### config.mk
export PLATFORM = sky130hd
export DESIGN_NAME = dtl_burst_arbiter_flat
export DESIGN_NICKNAME = d
export VERILOG_FILES = /design/src/rtl/dtl_burst_arb_pkg.sv /design/src/rtl/dtl_burst_arbiter_if.sv /design/src/rtl/dtl_burst_arbiter_rr_pick.sv /design/src/rtl/dtl_burst_arbiter.sv /design/src/flat_wrapper.sv
export SDC_FILE = /design/constraint.sdc
export NUM_CORES = 1
export LEC_CHECK = 0
export ABC_AREA = 1
export CELL_PAD_IN_SITES_DETAIL_PLACEMENT = 0
export CELL_PAD_IN_SITES_GLOBAL_PLACEMENT = 1
export CORE_MARGIN = 1
export CORE_UTILIZATION = 14
export CTS_BUF_LIST = sky130_fd_sc_hd__clkbuf_8
export DETAILED_ROUTE_END_ITERATION = 10
export PLACE_DENSITY_LB_ADDON = 0.1
export REMOVE_ABC_BUFFERS = 1
export SYNTH_ARGS = -nofsm -noshare
export SYNTH_HDL_FRONTEND = slang
export SYNTH_SLANG_ARGS = --single-unit
### constraint.sdc
create_clock -name iClk -period 4 [get_ports iClk]
set_input_delay 1.2 -clock iClk [delete_from_list [all_inputs] [get_ports iClk]]
set_output_delay 1.2 -clock iClk [all_outputs]
set_load 0.1 [all_outputs]
### src/rtl/dtl_burst_arb_pkg.sv
// rtl/dtl_burst_arb_pkg.sv - shared state type, sizing helper and beat-counter width for the DTL burst arbiter
package dtl_burst_arb_pkg;

  typedef enum logic [1:0] {
    IDLE  = 2'd0,
    CMD   = 2'd1,
    RDATA = 2'd2,
    WDATA = 2'd3
  } arb_state_e;

  localparam int ARB_BEAT_W = 5;

  function automatic int clog2(input int value);
    int r;
    r = 0;
    for (int i = 0; i < 31; i++) begin
      if ((1 << i) < value) r = i + 1;
    end
    return r;
  endfunction

endpackage

### src/rtl/dtl_burst_arbiter_if.sv
// rtl/dtl_burst_arbiter_if.sv - DTL port bundle; NUM>1 carries per-port packed slices, port i in slice i
interface dtl_burst_arbiter_if #(
  parameter int NUM         = 1,
  parameter int WIDTH       = 32,
  parameter int ADDR_WIDTH  = 32,
  parameter int BLOCK_WIDTH = 5
);
  localparam int NUM_ENABLES = WIDTH / 8;

  logic [NUM-1:0]             CommandValid;
  logic [NUM-1:0]             CommandReadWrite;
  logic [NUM*ADDR_WIDTH-1:0]  Address;
  logic [NUM*BLOCK_WIDTH-1:0] BlockSize;
  logic [NUM-1:0]             CommandAccept;
  logic [NUM-1:0]             ReadValid;
  logic [NUM-1:0]             ReadLast;
  logic [NUM*WIDTH-1:0]       ReadData;
  logic [NUM-1:0]             ReadAccept;
  logic [NUM-1:0]             WriteValid;
  logic [NUM-1:0]             WriteLast;
  logic [NUM*NUM_ENABLES-1:0] WriteEnable;
  logic [NUM*WIDTH-1:0]       WriteData;
  logic [NUM-1:0]             WriteAccept;

  modport master (
    output CommandValid, CommandReadWrite, Address, BlockSize,
    output WriteValid, WriteLast, WriteEnable, WriteData, ReadAccept,
    input  CommandAccept, WriteAccept, ReadValid, ReadLast, ReadData
  );

  modport slave (
    input  CommandValid, CommandReadWrite, Address, BlockSize,
    input  WriteValid, WriteLast, WriteEnable, WriteData, ReadAccept,
    output CommandAccept, WriteAccept, ReadValid, ReadLast, ReadData
  );

endinterface

### src/rtl/dtl_burst_arbiter_rr_pick.sv
// rtl/dtl_burst_arbiter_rr_pick.sv - combinational round-robin pick: first request at or after ptr, wrapping
module rr_pick
  import dtl_burst_arb_pkg::*;
#(
  parameter  int N  = 2,
  localparam int IW = clog2(N)
) (
  input  logic [N-1:0]  req,
  input  logic [IW-1:0] ptr,
  output logic [N-1:0]  onehot,
  output logic [IW-1:0] idx
);

  logic found;

  // Upper segment [ptr, N) first, then the wrapped segment [0, ptr).
  always_comb begin
    onehot = '0;
    idx    = '0;
    found  = 1'b0;
    for (int p = 0; p < N; p++) begin
      if (!found && (p >= int'(ptr)) && req[p]) begin
        found     = 1'b1;
        onehot[p] = 1'b1;
        idx       = IW'(p);
      end
    end
    for (int p = 0; p < N; p++) begin
      if (!found && (p < int'(ptr)) && req[p]) begin
        found     = 1'b1;
        onehot[p] = 1'b1;
        idx       = IW'(p);
      end
    end
  end

endmodule

### src/rtl/dtl_burst_arbiter.sv
// rtl/dtl_burst_arbiter.sv - burst-locked round-robin share of one DTL master among NUM_PORTS slave ports
// Optional: DTL_BURST_ARB_PRIO0_EN gives port 0 absolute priority at each arbitration point.
module dtl_burst_arbiter
  import dtl_burst_arb_pkg::*;
#(
  parameter int INTERFACE_WIDTH       = 32,
  parameter int INTERFACE_ADDR_WIDTH  = 32,
  parameter int INTERFACE_BLOCK_WIDTH = ARB_BEAT_W,
  parameter int NUM_PORTS             = 2,
  parameter int INTERFACE_NUM_ENABLES = INTERFACE_WIDTH / 8
) (
  input  logic                         iClk,
  input  logic                         iReset,
  dtl_burst_arbiter_if.slave           dtl_in,
  dtl_burst_arbiter_if.master          dtl_out,
  output logic [clog2(NUM_PORTS)-1:0]  oOwner,
  output logic                         oProtocolError
);

  localparam int IW = clog2(NUM_PORTS);
  localparam int W  = INTERFACE_WIDTH;
  localparam int A  = INTERFACE_ADDR_WIDTH;
  localparam int B  = INTERFACE_BLOCK_WIDTH;
  localparam int E  = INTERFACE_NUM_ENABLES;

  arb_state_e      state_q, state_d;
  logic [IW-1:0]   sel_q, sel_d, ptr_q, ptr_d;
  logic [B-1:0]    beats_q, beats_d;
  logic            err_q, err_d;

  logic [NUM_PORTS-1:0] win_oh, sel_oh;
  logic [IW-1:0]        win_idx, grant_idx;
  logic                 sel_cv, sel_rw, sel_wv, sel_wl, sel_ra;
  logic [A-1:0]         sel_addr;
  logic [B-1:0]         sel_bs;
  logic [E-1:0]         sel_we;
  logic [W-1:0]         sel_wd;
  logic                 data_hs, data_last;

  rr_pick #(.N(NUM_PORTS)) u_rr_pick (
    .req    (dtl_in.CommandValid),
    .ptr    (ptr_q),
    .onehot (win_oh),
    .idx    (win_idx)
  );

`ifdef DTL_BURST_ARB_PRIO0_EN
  assign grant_idx = dtl_in.CommandValid[0] ? '0 : win_idx;
`else
  assign grant_idx = win_idx;
`endif

  always_comb begin
    sel_oh   = '0;
    sel_cv   = 1'b0;
    sel_rw   = 1'b0;
    sel_addr = '0;
    sel_bs   = '0;
    sel_wv   = 1'b0;
    sel_wl   = 1'b0;
    sel_we   = '0;
    sel_wd   = '0;
    sel_ra   = 1'b0;
    for (int i = 0; i < NUM_PORTS; i++) begin
      if (sel_q == IW'(i)) begin
        sel_oh[i] = 1'b1;
        sel_cv    = dtl_in.CommandValid[i];
        sel_rw    = dtl_in.CommandReadWrite[i];
        sel_addr  = dtl_in.Address[i*A +: A];
        sel_bs    = dtl_in.BlockSize[i*B +: B];
        sel_wv    = dtl_in.WriteValid[i];
        sel_wl    = dtl_in.WriteLast[i];
        sel_we    = dtl_in.WriteEnable[i*E +: E];
        sel_wd    = dtl_in.WriteData[i*W +: W];
        sel_ra    = dtl_in.ReadAccept[i];
      end
    end
  end

  always_comb begin
    state_d   = state_q;
    sel_d     = sel_q;
    ptr_d     = ptr_q;
    beats_d   = beats_q;
    err_d     = err_q;
    data_hs   = 1'b0;
    data_last = 1'b0;
    case (state_q)
      IDLE: begin
        if (|win_oh) begin
          sel_d   = grant_idx;
          state_d = CMD;
        end
      end
      CMD: begin
        if (sel_cv && dtl_out.CommandAccept[0]) begin
          beats_d = sel_bs;
          state_d = sel_rw ? RDATA : WDATA;
        end
      end
      RDATA, WDATA: begin
        data_hs   = (state_q == RDATA) ? (dtl_out.ReadValid[0] & sel_ra)
                                       : (sel_wv & dtl_out.WriteAccept[0]);
        data_last = (state_q == RDATA) ? dtl_out.ReadLast[0] : sel_wl;
        if (data_hs) begin
          // Last must coincide exactly with the counter reaching zero.
          if (data_last != (beats_q == '0)) err_d = 1'b1;
          if (beats_q != '0) beats_d = beats_q - 1'b1;
          if (data_last) begin
            state_d = IDLE;
            ptr_d   = (sel_q == IW'(NUM_PORTS - 1)) ? '0 : sel_q + 1'b1;
          end
        end
      end
      default: state_d = IDLE;
    endcase
  end

  always_ff @(posedge iClk or negedge iReset) begin
    if (!iReset) begin
      state_q <= IDLE;
      sel_q   <= '0;
      ptr_q   <= '0;
      beats_q <= '0;
      err_q   <= 1'b0;
    end else begin
      state_q <= state_d;
      sel_q   <= sel_d;
      ptr_q   <= ptr_d;
      beats_q <= beats_d;
      err_q   <= err_d;
    end
  end

  always_comb begin
    dtl_out.CommandValid     = '0;
    dtl_out.CommandReadWrite = '0;
    dtl_out.Address          = '0;
    dtl_out.BlockSize        = '0;
    dtl_out.WriteValid       = '0;
    dtl_out.WriteLast        = '0;
    dtl_out.WriteEnable      = '0;
    dtl_out.WriteData        = '0;
    dtl_out.ReadAccept       = '0;
    dtl_in.CommandAccept     = '0;
    dtl_in.ReadValid         = '0;
    dtl_in.ReadLast          = '0;
    dtl_in.ReadData          = '0;
    dtl_in.WriteAccept       = '0;
    case (state_q)
      CMD: begin
        dtl_out.CommandValid     = sel_cv;
        dtl_out.CommandReadWrite = sel_rw;
        dtl_out.Address          = sel_addr;
        dtl_out.BlockSize        = sel_bs;
        dtl_in.CommandAccept     = sel_oh & {NUM_PORTS{dtl_out.CommandAccept[0]}};
      end
      RDATA: begin
        dtl_out.ReadAccept = sel_ra;
        dtl_in.ReadValid   = sel_oh & {NUM_PORTS{dtl_out.ReadValid[0]}};
        dtl_in.ReadLast    = sel_oh & {NUM_PORTS{dtl_out.ReadLast[0]}};
        for (int i = 0; i < NUM_PORTS; i++) begin
          if (sel_oh[i]) dtl_in.ReadData[i*W +: W] = dtl_out.ReadData;
        end
      end
      WDATA: begin
        dtl_out.WriteValid  = sel_wv;
        dtl_out.WriteLast   = sel_wl;
        dtl_out.WriteEnable = sel_we;
        dtl_out.WriteData   = sel_wd;
        dtl_in.WriteAccept  = sel_oh & {NUM_PORTS{dtl_out.WriteAccept[0]}};
      end
      default: ;
    endcase
  end

  assign oOwner         = sel_q;
  assign oProtocolError = err_q;

endmodule

### src/flat_wrapper.sv
// flat-port wrapper written by rule: the top's interface ports become plain ports
module dtl_burst_arbiter_flat import dtl_burst_arb_pkg::*;
#(
  parameter int INTERFACE_WIDTH       = 32,
  parameter int INTERFACE_ADDR_WIDTH  = 32,
  parameter int INTERFACE_BLOCK_WIDTH = ARB_BEAT_W,
  parameter int NUM_PORTS             = 2,
  parameter int INTERFACE_NUM_ENABLES = INTERFACE_WIDTH / 8
)
  (iClk, iReset, oOwner, oProtocolError, dtl_in_CommandValid, dtl_in_CommandReadWrite, dtl_in_Address, dtl_in_BlockSize, dtl_in_WriteValid, dtl_in_WriteLast, dtl_in_WriteEnable, dtl_in_WriteData, dtl_in_ReadAccept, dtl_in_CommandAccept, dtl_in_WriteAccept, dtl_in_ReadValid, dtl_in_ReadLast, dtl_in_ReadData, dtl_out_CommandValid, dtl_out_CommandReadWrite, dtl_out_Address, dtl_out_BlockSize, dtl_out_WriteValid, dtl_out_WriteLast, dtl_out_WriteEnable, dtl_out_WriteData, dtl_out_ReadAccept, dtl_out_CommandAccept, dtl_out_WriteAccept, dtl_out_ReadValid, dtl_out_ReadLast, dtl_out_ReadData);
  dtl_burst_arbiter_if #(.NUM((2)), .WIDTH((32)), .ADDR_WIDTH((32)), .BLOCK_WIDTH((5))) dtl_in_i ();
  dtl_burst_arbiter_if #(.NUM(1), .WIDTH((32)), .ADDR_WIDTH((32)), .BLOCK_WIDTH((5))) dtl_out_i ();
  input  logic iClk;
  input  logic iReset;
  output logic [clog2(NUM_PORTS)-1:0] oOwner;
  output logic oProtocolError;
  input wire logic [$bits(dtl_in_i.CommandValid)-1:0] dtl_in_CommandValid;
  input wire logic [$bits(dtl_in_i.CommandReadWrite)-1:0] dtl_in_CommandReadWrite;
  input wire logic [$bits(dtl_in_i.Address)-1:0] dtl_in_Address;
  input wire logic [$bits(dtl_in_i.BlockSize)-1:0] dtl_in_BlockSize;
  input wire logic [$bits(dtl_in_i.WriteValid)-1:0] dtl_in_WriteValid;
  input wire logic [$bits(dtl_in_i.WriteLast)-1:0] dtl_in_WriteLast;
  input wire logic [$bits(dtl_in_i.WriteEnable)-1:0] dtl_in_WriteEnable;
  input wire logic [$bits(dtl_in_i.WriteData)-1:0] dtl_in_WriteData;
  input wire logic [$bits(dtl_in_i.ReadAccept)-1:0] dtl_in_ReadAccept;
  output wire logic [$bits(dtl_in_i.CommandAccept)-1:0] dtl_in_CommandAccept;
  output wire logic [$bits(dtl_in_i.WriteAccept)-1:0] dtl_in_WriteAccept;
  output wire logic [$bits(dtl_in_i.ReadValid)-1:0] dtl_in_ReadValid;
  output wire logic [$bits(dtl_in_i.ReadLast)-1:0] dtl_in_ReadLast;
  output wire logic [$bits(dtl_in_i.ReadData)-1:0] dtl_in_ReadData;
  output wire logic [$bits(dtl_out_i.CommandValid)-1:0] dtl_out_CommandValid;
  output wire logic [$bits(dtl_out_i.CommandReadWrite)-1:0] dtl_out_CommandReadWrite;
  output wire logic [$bits(dtl_out_i.Address)-1:0] dtl_out_Address;
  output wire logic [$bits(dtl_out_i.BlockSize)-1:0] dtl_out_BlockSize;
  output wire logic [$bits(dtl_out_i.WriteValid)-1:0] dtl_out_WriteValid;
  output wire logic [$bits(dtl_out_i.WriteLast)-1:0] dtl_out_WriteLast;
  output wire logic [$bits(dtl_out_i.WriteEnable)-1:0] dtl_out_WriteEnable;
  output wire logic [$bits(dtl_out_i.WriteData)-1:0] dtl_out_WriteData;
  output wire logic [$bits(dtl_out_i.ReadAccept)-1:0] dtl_out_ReadAccept;
  input wire logic [$bits(dtl_out_i.CommandAccept)-1:0] dtl_out_CommandAccept;
  input wire logic [$bits(dtl_out_i.WriteAccept)-1:0] dtl_out_WriteAccept;
  input wire logic [$bits(dtl_out_i.ReadValid)-1:0] dtl_out_ReadValid;
  input wire logic [$bits(dtl_out_i.ReadLast)-1:0] dtl_out_ReadLast;
  input wire logic [$bits(dtl_out_i.ReadData)-1:0] dtl_out_ReadData;
  assign dtl_in_i.CommandValid = dtl_in_CommandValid;
  assign dtl_in_i.CommandReadWrite = dtl_in_CommandReadWrite;
  assign dtl_in_i.Address = dtl_in_Address;
  assign dtl_in_i.BlockSize = dtl_in_BlockSize;
  assign dtl_in_i.WriteValid = dtl_in_WriteValid;
  assign dtl_in_i.WriteLast = dtl_in_WriteLast;
  assign dtl_in_i.WriteEnable = dtl_in_WriteEnable;
  assign dtl_in_i.WriteData = dtl_in_WriteData;
  assign dtl_in_i.ReadAccept = dtl_in_ReadAccept;
  assign dtl_in_CommandAccept = dtl_in_i.CommandAccept;
  assign dtl_in_WriteAccept = dtl_in_i.WriteAccept;
  assign dtl_in_ReadValid = dtl_in_i.ReadValid;
  assign dtl_in_ReadLast = dtl_in_i.ReadLast;
  assign dtl_in_ReadData = dtl_in_i.ReadData;
  assign dtl_out_CommandValid = dtl_out_i.CommandValid;
  assign dtl_out_CommandReadWrite = dtl_out_i.CommandReadWrite;
  assign dtl_out_Address = dtl_out_i.Address;
  assign dtl_out_BlockSize = dtl_out_i.BlockSize;
  assign dtl_out_WriteValid = dtl_out_i.WriteValid;
  assign dtl_out_WriteLast = dtl_out_i.WriteLast;
  assign dtl_out_WriteEnable = dtl_out_i.WriteEnable;
  assign dtl_out_WriteData = dtl_out_i.WriteData;
  assign dtl_out_ReadAccept = dtl_out_i.ReadAccept;
  assign dtl_out_i.CommandAccept = dtl_out_CommandAccept;
  assign dtl_out_i.WriteAccept = dtl_out_WriteAccept;
  assign dtl_out_i.ReadValid = dtl_out_ReadValid;
  assign dtl_out_i.ReadLast = dtl_out_ReadLast;
  assign dtl_out_i.ReadData = dtl_out_ReadData;
  dtl_burst_arbiter #(.INTERFACE_WIDTH(INTERFACE_WIDTH), .INTERFACE_ADDR_WIDTH(INTERFACE_ADDR_WIDTH), .INTERFACE_BLOCK_WIDTH(INTERFACE_BLOCK_WIDTH), .NUM_PORTS(NUM_PORTS), .INTERFACE_NUM_ENABLES(INTERFACE_NUM_ENABLES)) u_core (.iClk(iClk), .iReset(iReset), .dtl_in(dtl_in_i), .dtl_out(dtl_out_i), .oOwner(oOwner), .oProtocolError(oProtocolError));
endmodule
==> flow_metrics.tcl <==
set metrics [dict create \
    clk_latency_ns 0.23 \
    antenna_left 0 \
    p_clk_frac 0.019 \
    grt-ovfl-total 0 \
    relSlewSlack 0.5151 \
    final.period_utilization 0.8933 \
    holdPathStages 1 \
    timing.rr.end "u_core.beats_q[4]" \
    synth_warnings 0 \
    cts-root-buf "clkbuf_8" \
    synth_seq_cells 10 \
    mostFrequentLayoutCells "nand2_1, clkdlybuf4s50_1, buf_12" \
    rows 48 \
    drive_above_1_share 0.2540 \
    synth_mux_area_frac 0 \
    max-vdd-ir-drop_mv 0.7529 \
    status "complete, but fails checks" \
    grt_pass1_wl_um 24920 \
    drc 1 \
    cp_data_required_time_ns 2.80 \
    clk_pin_slew_ns 0.05 \
    dp_slack_ns 0.4039 \
    netSwitchingFraction 0.6705 \
    critPathKind "primary input to primary output" \
    stdcell_count 1039 \
    reg2reg_depth 8 \
    period_needed_ns 3.573 \
    max_freq_ghz 0.2799 \
    io_buffers 345 \
    cts_made_buffers 3 \
    via_per_inst 4.086 \
    synth_top_area_cell "nand2_1" \
    drt-total-wl_um 16680 \
    die_h_um 134.6 \
    holdCritPathClass "flip-flop to flip-flop" \
    ys_types 27 \
    num-nets-final 1007 \
    worstPathMaxFanout 3 \
    htreeDepth 1 \
    final_common_cell "nand2_1" \
    min_to "u_core.oProtocolError" \
    crit_path_end_kind "primary output" \
    drt_iter0_drc 165 \
    grt_max_degree 73 \
    synthAdderAreaFrac 0.005086 \
    holdBufCountCts 0 \
    cts_setup_buffers 0 \
    cts.sinks 10 \
    netlist_area_sq_um 2460 \
    dr.pass1.iters 8 \
    min_from "u_core.oProtocolError" \
    globalplace.congestion 0.8585 \
    critical_path.startpoint "dtl_out_WriteAccept" \
    io_pins 346 \
    synth_cells 490 \
    comb_power_share 0.944 \
    synthTopCellsByArea "nand2_1, nor2_1, a21oi_2" \
    fin_ws_ns 0.4270 \
    cts_tree "built" \
    rr_startpoint "u_core.oOwner" \
    synth_top_family_by_area "simple AND/OR/NAND/NOR gates" \
    rsz0062_at_grt "false" \
    antenna_found_initial 3 \
    synth_compound_area_frac 0.2192 \
    yosys.area_share.xor_xnor 0.003561 \
    area_growth_pct 210.2 \
    yosysSeqAreaShare 0.1017 \
    startpoint_type "primary input" \
    hold_viol 0 \
    postSynthAreaPerCell_sq_um 5.020 \
    dp_hpwl_um 14070 \
    p_per_area_nw_per_um2 871.2 \
    cts_resized 0 \
    worstMarginPinSlew_ns 0.7274 \
    violations "design-rule violations" \
    intPower_uw 2191 \
    slew_violations 0 \
    core_region_area_sq_um 17240 \
    yosysTopAreaCellShare 0.3021 \
    cts.path.max_buffers 2 \
    die_w_um 134.6 \
    floorplan.initialDensity 0.1427 \
    vias 4245 \
    fill_cells 1649 \
    dpl.cell_count 1032 \
    first_global_vias 4505 \
    routedWlPerCell_um 16.06 \
    seq_power_share 0.037 \
    crit_arrival_ns 2.37 \
    skew_ns 0.001971 \
    maxCapViolations 0 \
    leakage_uw 0.003292 \
    r2r_slack_ns 1.93 \
    setup_viol 0 \
    power.switching_uw 4457 \
    synth-simple-area-share 0.5137 \
    die_area_sq_um 18110 \
    grtUsageTotal 0.1786 \
]
-- per-stage QoR --
step	power [uW]	instance area, sq um	TNS (ns)	hold WS [ns]	util
6_report	6648	7631	0	0.4788	0.4427
5_1_grt	6929	7631	0	0.5113	0.4427
4_1_cts	6715	7624	0	0.4833	0.4423
3_5_place_dp	6571	7569	0	0.4683	0.4391
3_3_place_gp	6567	7569	0	0.4619	0.4391
2_1_floorplan	4159	2268	-213.36	0.4419	-
-- synth_stat cells --
cell type and count:
xor2_1 1, ha_1 1, a21oi_2 29, nand2_4 1
nand2_1 198, nand3_1 8, inv_2 4, o21bai_1 1
a21oi_1 44, buf_6 6, nand4_1 4, a21o_1 1
buf_2 18, nor2_4 1, nor3_1 4, inv_4 1
nand2_2 6, nand3b_1 1, o21ai_0 9, nor2_1 84
nand3_4 3, buf_4 1, o21ai_1 1, inv_1 46
buf_1 3, clkbuf_1 4, dfrtp_1 10
-- kinds of logic after synthesis --
logic type,count (synthesis)
AOI/OAI and AO/OA,85
xor gates and xnor gates,1
adders and majority gates,1
buffers and inverters,83
DFF,10
and+or+nand+nor,310
-- area by class of cell --
type / count / area, sq um / area share
flip-flops and latches: 10 / 251.5 / 0.03296
well taps: 225 / 281.5 / 0.03689
diodes: 3 / 7.507 / 0.0009838
inverters: 51 / 193.9 / 0.02541
multi-input cells: 397 / 1824 / 0.2391
clock buffers: 4 / 55.05 / 0.007214
repair buffers: 349 / 5017 / 0.6575
-- registers in the layout, indices dropped and copies added, names as in the netlist --
name / count
u_core.state_q: 2
u_core.beats_q: 5
u_core.oOwner: 1
u_core.oProtocolError: 1
u_core.ptr_q: 1
-- power groups by stage --
stage | clock network [uW] | logic [uW] | registers (uW)
floorplan | 0 | 3830 | 325
global placement | 0 | 6320 | 250
detailed placement | 0 | 6320 | 249
CTS | 131 | 6340 | 248
global route | 138 | 6530 | 258
finish | 128 | 6270 | 246
-- worst max path at each step --
| stage | to | slack, ns | cells after the start |
|---|---|---|---|
| CTS | dtl_in_WriteAccept[0] | 0.39 | 4 |
| floorplan | dtl_in_CommandAccept[1] | -2.73 | 2 |
| global route | dtl_in_ReadData[25] | 0.29 | 5 |
| finish | dtl_in_WriteAccept[0] | 0.43 | 4 |
| global placement | dtl_in_WriteAccept[1] | 0.43 | 4 |
| detailed placement | dtl_in_WriteAccept[0] | 0.40 | 4 |
-- worst max-delay path: stages --
cell	delay, ns
clkdlybuf4s50_1	0.54
inv_1	0.07
nor3_1	0.34
buf_12	0.23
-- per-layer routing --
layer / part of all wire / global-route usage
met5: 0 / 0
met3: 0.083 / 0.04955
met1: 0.36 / 0.1826
met2: 0.54 / 0.3451
met4: 0.017 / 0.06117
Note: power is estimated with default switching activity, not from simulation.
